==> src/rtl/led_heartbeat_gen.sv <==
// Purpose : frame-locked LED heartbeat pattern generator (binary / walking one / ping-pong / hold).
// Latency : step and pattern update one cycle after the qualifying next_frame rising edge; led follows pattern combinationally, or one cycle later with LED_PWM_EN.
// Backpr. : none; enable=0 freezes the pattern and frame counter, next_frame edge tracking keeps running.
//
// Ports:
//   hdmi_clk    - sole clock, rising edge
//   reset       - synchronous, active-high
//   next_frame  - frame marker; only its rising edge counts as a frame tick
//   enable      - 1 = pattern may advance, 0 = frozen
//   mode        - 00 binary, 01 walking one, 10 ping-pong, 11 hold
//   frame_div   - frames per pattern step (0 behaves as 1)
//   led         - pattern output
//   step        - one-cycle pulse on each pattern advance
//
// Build option: define LED_PWM_EN to dim the output with an 8-bit PWM
// (on while pwm counter < BRIGHTNESS); the BRIGHTNESS parameter only exists then.

module led_heartbeat_gen #(
    parameter int LED_W = 8,
    parameter int DIV_W = 8
`ifdef LED_PWM_EN
    ,
    parameter logic [7:0] BRIGHTNESS = 8'd64
`endif
) (
    input  logic             hdmi_clk,
    input  logic             reset,
    input  logic             next_frame,
    input  logic             enable,
    input  logic [1:0]       mode,
    input  logic [DIV_W-1:0] frame_div,
    output logic [LED_W-1:0] led,
    output logic             step
);

    typedef enum logic [1:0] {
        MODE_BIN  = 2'b00,
        MODE_WALK = 2'b01,
        MODE_PING = 2'b10,
        MODE_HOLD = 2'b11
    } mode_e;

    // Registered state
    logic             nf_q;
    mode_e            mode_q;
    logic [DIV_W-1:0] frame_cnt;
    logic [LED_W-1:0] pattern;
    logic             dir_up;
    logic             step_q;

    // Next-state values
    logic [DIV_W-1:0] frame_cnt_nxt;
    logic [LED_W-1:0] pattern_nxt;
    logic             dir_up_nxt;
    logic             step_nxt;

    logic             tick;
    logic             mode_chg;
    logic [DIV_W-1:0] div_eff;
    mode_e            mode_in;

    assign mode_in  = mode_e'(mode);
    assign mode_chg = (mode_q != mode_in);
    // Edge detector always samples next_frame; enable only gates the tick so
    // re-enabling during a long-high marker does not produce a false frame.
    assign tick     = enable & next_frame & ~nf_q;
    assign div_eff  = (frame_div == '0) ? DIV_W'(1) : frame_div;

    always_comb begin
        frame_cnt_nxt = frame_cnt;
        pattern_nxt   = pattern;
        dir_up_nxt    = dir_up;
        step_nxt      = 1'b0;

        if (mode_chg) begin
            // Mode load wins over any step that would happen this cycle.
            frame_cnt_nxt = '0;
            case (mode_in)
                MODE_BIN:  pattern_nxt = '0;
                MODE_WALK: pattern_nxt = LED_W'(1);
                MODE_PING: begin
                    pattern_nxt = LED_W'(1);
                    dir_up_nxt  = 1'b1;
                end
                default:   pattern_nxt = pattern;
            endcase
        end else if (tick) begin
            // ">=" rather than "==" so a shrunken divisor wraps on the next tick.
            if (frame_cnt >= div_eff - DIV_W'(1)) begin
                frame_cnt_nxt = '0;
                step_nxt      = 1'b1;
                case (mode_q)
                    MODE_BIN:  pattern_nxt = pattern + LED_W'(1);
                    MODE_WALK: pattern_nxt = {pattern[LED_W-2:0], pattern[LED_W-1]};
                    MODE_PING: begin
                        // Reverse when the newly shown bit reaches an end, so
                        // each end is displayed exactly once.
                        if (dir_up) begin
                            if (pattern[LED_W-1]) begin
                                pattern_nxt = pattern >> 1;
                                dir_up_nxt  = 1'b0;
                            end else begin
                                pattern_nxt = pattern << 1;
                                dir_up_nxt  = ~pattern[LED_W-2];
                            end
                        end else begin
                            if (pattern[0]) begin
                                pattern_nxt = pattern << 1;
                                dir_up_nxt  = 1'b1;
                            end else begin
                                pattern_nxt = pattern >> 1;
                                dir_up_nxt  = pattern[1];
                            end
                        end
                    end
                    default: pattern_nxt = pattern;
                endcase
            end else begin
                frame_cnt_nxt = frame_cnt + DIV_W'(1);
            end
        end
    end

    always_ff @(posedge hdmi_clk) begin
        if (reset) begin
            nf_q      <= 1'b0;
            mode_q    <= MODE_BIN;
            frame_cnt <= '0;
            pattern   <= '0;
            dir_up    <= 1'b1;
            step_q    <= 1'b0;
        end else begin
            nf_q      <= next_frame;
            mode_q    <= mode_in;
            frame_cnt <= frame_cnt_nxt;
            pattern   <= pattern_nxt;
            dir_up    <= dir_up_nxt;
            step_q    <= step_nxt;
        end
    end

    assign step = step_q;

`ifdef LED_PWM_EN
    logic [7:0]       pwm_cnt;
    logic [LED_W-1:0] led_q;

    always_ff @(posedge hdmi_clk) begin
        if (reset) begin
            pwm_cnt <= '0;
            led_q   <= '0;
        end else begin
            pwm_cnt <= pwm_cnt + 8'd1;
            led_q   <= pattern & {LED_W{pwm_cnt < BRIGHTNESS}};
        end
    end

    assign led = led_q;
`else
    assign led = pattern;
`endif

endmodule

==> config.mk <==
export PLATFORM = sky130hd
export DESIGN_NAME = led_heartbeat_gen
export DESIGN_NICKNAME = d
export VERILOG_FILES = /design/src/rtl/led_heartbeat_gen.sv
export SDC_FILE = /design/constraint.sdc
export NUM_CORES = 1
export LEC_CHECK = 0
export ABC_AREA = 1
export ABC_CLOCK_PERIOD_IN_PS = 3300
export CORE_MARGIN = 10
export CORE_UTILIZATION = 43
export CTS_CLUSTER_SIZE = 30
export DETAILED_ROUTE_END_ITERATION = 10
export GPL_ROUTABILITY_DRIVEN = 1
export SLEW_MARGIN = 15
export SYNTH_ARGS = -nofsm -noshare
export SYNTH_HDL_FRONTEND = slang
export SYNTH_SLANG_ARGS = --single-unit
==> constraint.sdc <==
create_clock -name hdmi_clk -period 3.3 [get_ports hdmi_clk]
set_input_delay 0.495 -clock hdmi_clk [delete_from_list [all_inputs] [get_ports hdmi_clk]]
set_output_delay 0.495 -clock hdmi_clk [all_outputs]
set_load 0.005 [all_outputs]
==> results.cfg <==
[logic_synthesis]
synth_top_flop_cell = dfxtp_1
seq_area_frac_synth_pct = 22.5
synth-seq-cells = 21
yosys_warnings = 0
post-synth-top-count-cell = nand2_1
synth_top_area_share_pct = 22.5
syn_nets = 331
synthDistinctLibCells = 31
synth_top_area_cell = dfxtp_1
synth_common_cells = nand2_1, inv_1, nand3_1
async_flop_share_pct = 0
netlist_area_mm2 = 0.00187
synth_area_per_cell_um2 = 6.26
synthCells = 299
synth_edf_count = 0
synthTopCellsByArea = dfxtp_1, nand2_1, ha_1, nand3_1, inv_1

[layout]
drive_gt1_share_pct = 9.35
diodes = 0
area_growth_pct = 16.8
nets = 354

[setup_path]
arrival_ps = 3180
reg2reg_depth = 9
setup.worst_path.start_class = input port
cpPeakStageDelay_ps = 480
endpoint = frame_cnt[7]
cpMostUsedCell = nand2_1
rr_endpoint = led[0]
cp.required_ps = 3480
regToRegSetupSlack_ps = 1390
crit_start = frame_div[4]
worst-setup-path-type = in2reg
path_cells = clkdlybuf4s50_1 > nor2_1 > nand2_1 > nor2_1 > nand2_1 > nand2_1 > inv_1 > ha_1 > nand2_1 > nor3_1 > xor2_1 > inv_1 > ha_1 > nand2_1 > o21a_1 > nand2_1 > nand2_1 > nand3_1 > nor3b_1
worstReg2RegStart = led[0]
crit_fanout = 8
critPathSlowestCell = clkdlybuf4s50_1
critPathCaptureType = register

[route]
avgViaCountPerCell = 4.90
drc = 0
antenna_left = 0
routedWlPerCell_um = 11.8
drt_iter0_markers = 134
wl_mm = 4.37
vias = 1819
first_pass_iters = 4

[clock_tree]
clock_latency_ps = 260
post_cts_buffers = 0
cts_resized = 0
h-tree-depth = 1
cts-hold-fix-buffers = 0
cts_tree = yes
cts_root_buf = clkbuf_8
clock_sinks = 21
clk_pin_slew_worst_paths_ps = 80
ctsLongestPathBuffers = 2
cts_made_buffers = 3

[timing]
setup-tns-final_ps = 0
tightest_slew_ps = 504
setup_viol = 0
maxClockFrequency_ghz = 0.333
drv_slew = 0
min_period_ps = 3000
slew_headroom_pct = 66.3
fin_crit_sh_pct = 91.0
rsz0062_at_grt = false
hold_viol_final = 0
fin_skew_ps = 10.2

[die]
die_h_um = 86.0
row_count = 23
core_mm2 = 0.00412
floorplan.initialDensity_pct = 45.5
die_x_um = 86.0
dieArea_mm2 = 0.00739
pin_count = 23

[grt]
grt_first_pass_wirelength_mm = 7.69
grt_usage_pct = 12.3
gr-total-overflow = 0
antenna_found_initial = 0
grt_max_degree = 14
grt_pass1_vias = 1698

[min_path]
worstHoldStart = frame_cnt[0]
hp-class = reg2reg

[run_status]
outcome = complete, no violations

[power_and_ir_drop]
vdd_drop_max_v = 0.000215
power.leakage_nw = 0.971
p_per_area_mw_per_mm2 = 283
power.total_mw = 0.618

[placed_design]
gp_congestion = 0.882
dpl.hpwl_mm = 3.45
port_buffers = 22

[flow_run]
maxCapViolations = 0
## per-layer routing
| metal | share of wire [%] | routed length, um | vias up | track usage [%] |
|---|---|---|---|---|
| met5 | 0 | 0 | - | 0 |
| met2 | 42 | 1850 | 33 | 19.1 |
| li1 | - | - | 993 | - |
| met1 | 52 | 2270 | 791 | 16.5 |
| met4 | 0.64 | 28 | 0 | 3.14 |
| met3 | 5.1 | 223 | 2 | 2.93 |
## how the worst min path moves through the flow
stage,to,depth (start not counted)
2_1_floorplan,frame_cnt[0],2
3_3_place_gp,frame_cnt[0],2
3_5_place_dp,frame_cnt[0],2
4_1_cts,frame_cnt[0],2
5_1_grt,frame_cnt[0],2
6_report,frame_cnt[0],2
## sequential cells by signal (all words and copies together) (netlist names)
signal,cells
dir_up,1
frame_cnt,8
led,8
mode_q,2
nf_q,1
step,1
## worst max-delay path, delay by kind of cell
kind            cells  cell delay [ps]
buf+inv             3              610
fa+ha+maj           2              430
simple gates       12             1330
xor+xnor            1              160
compound gates      1              140
## layout by cell type (no fill, tap or decap), types with 2 or more instances in the layout
cell type,count
nand3_1,30
nand2_1,95
o21ai_0,7
inv_2,6
nor3_2,2
buf_4,6
nand4_1,2
ha_1,18
nor3_1,6
clkdlybuf4s50_1,22
a21oi_1,17
nand2_2,5
clkbuf_8,3
dfxtp_1,21
nor2_1,27
inv_1,30
nor3b_1,2
xnor2_1,4
xor2_1,6
## power breakdown
| part | leakage (nW) | total [mW] | internal [mW] | switching (mW) |
|---|---|---|---|---|
| registers | 0.171 | 0.279 | 0.261 | 0.0173 |
| clock network | 0.0228 | 0.169 | 0.0860 | 0.0828 |
| logic | 0.778 | 0.170 | 0.0732 | 0.0971 |
## kinds of logic after synthesis
kind of cell             Yosys count  synth area share [%]
AO/OA/AOI/OAI                     28                  8.02
XOR/XNOR                          10                  4.68
adder cells (fa/ha/maj)           18                  12.0
buffers and inverters             47                  10.7
flip-flops                        21                  22.5
AND/OR/NAND/NOR                  175                  42.1
## through the flow
stage                     cell area [um^2]  hold slack (ps)  setup slack, ps  instances  utilization, %
after CTS                             2190              508              282        371            53.1
after global placement                2140              499              115        367            52.0
after detailed placement              2140              495             27.2        367            52.0
final                                 2190              505              297        371            53.1
after global routing                  2190              543             19.4        371            53.1
after floorplan                       1870              471              748        299               -
## final cells by class
class	instances	area, um^2
flip-flops and latches	21	420
repair buffers	28	265
multi-input cells	231	1250
clock buffers	4	45.0
fillers	431	1930
inverters	37	141
well taps	50	62.6
Note: power is estimated with default switching activity, not from simulation.
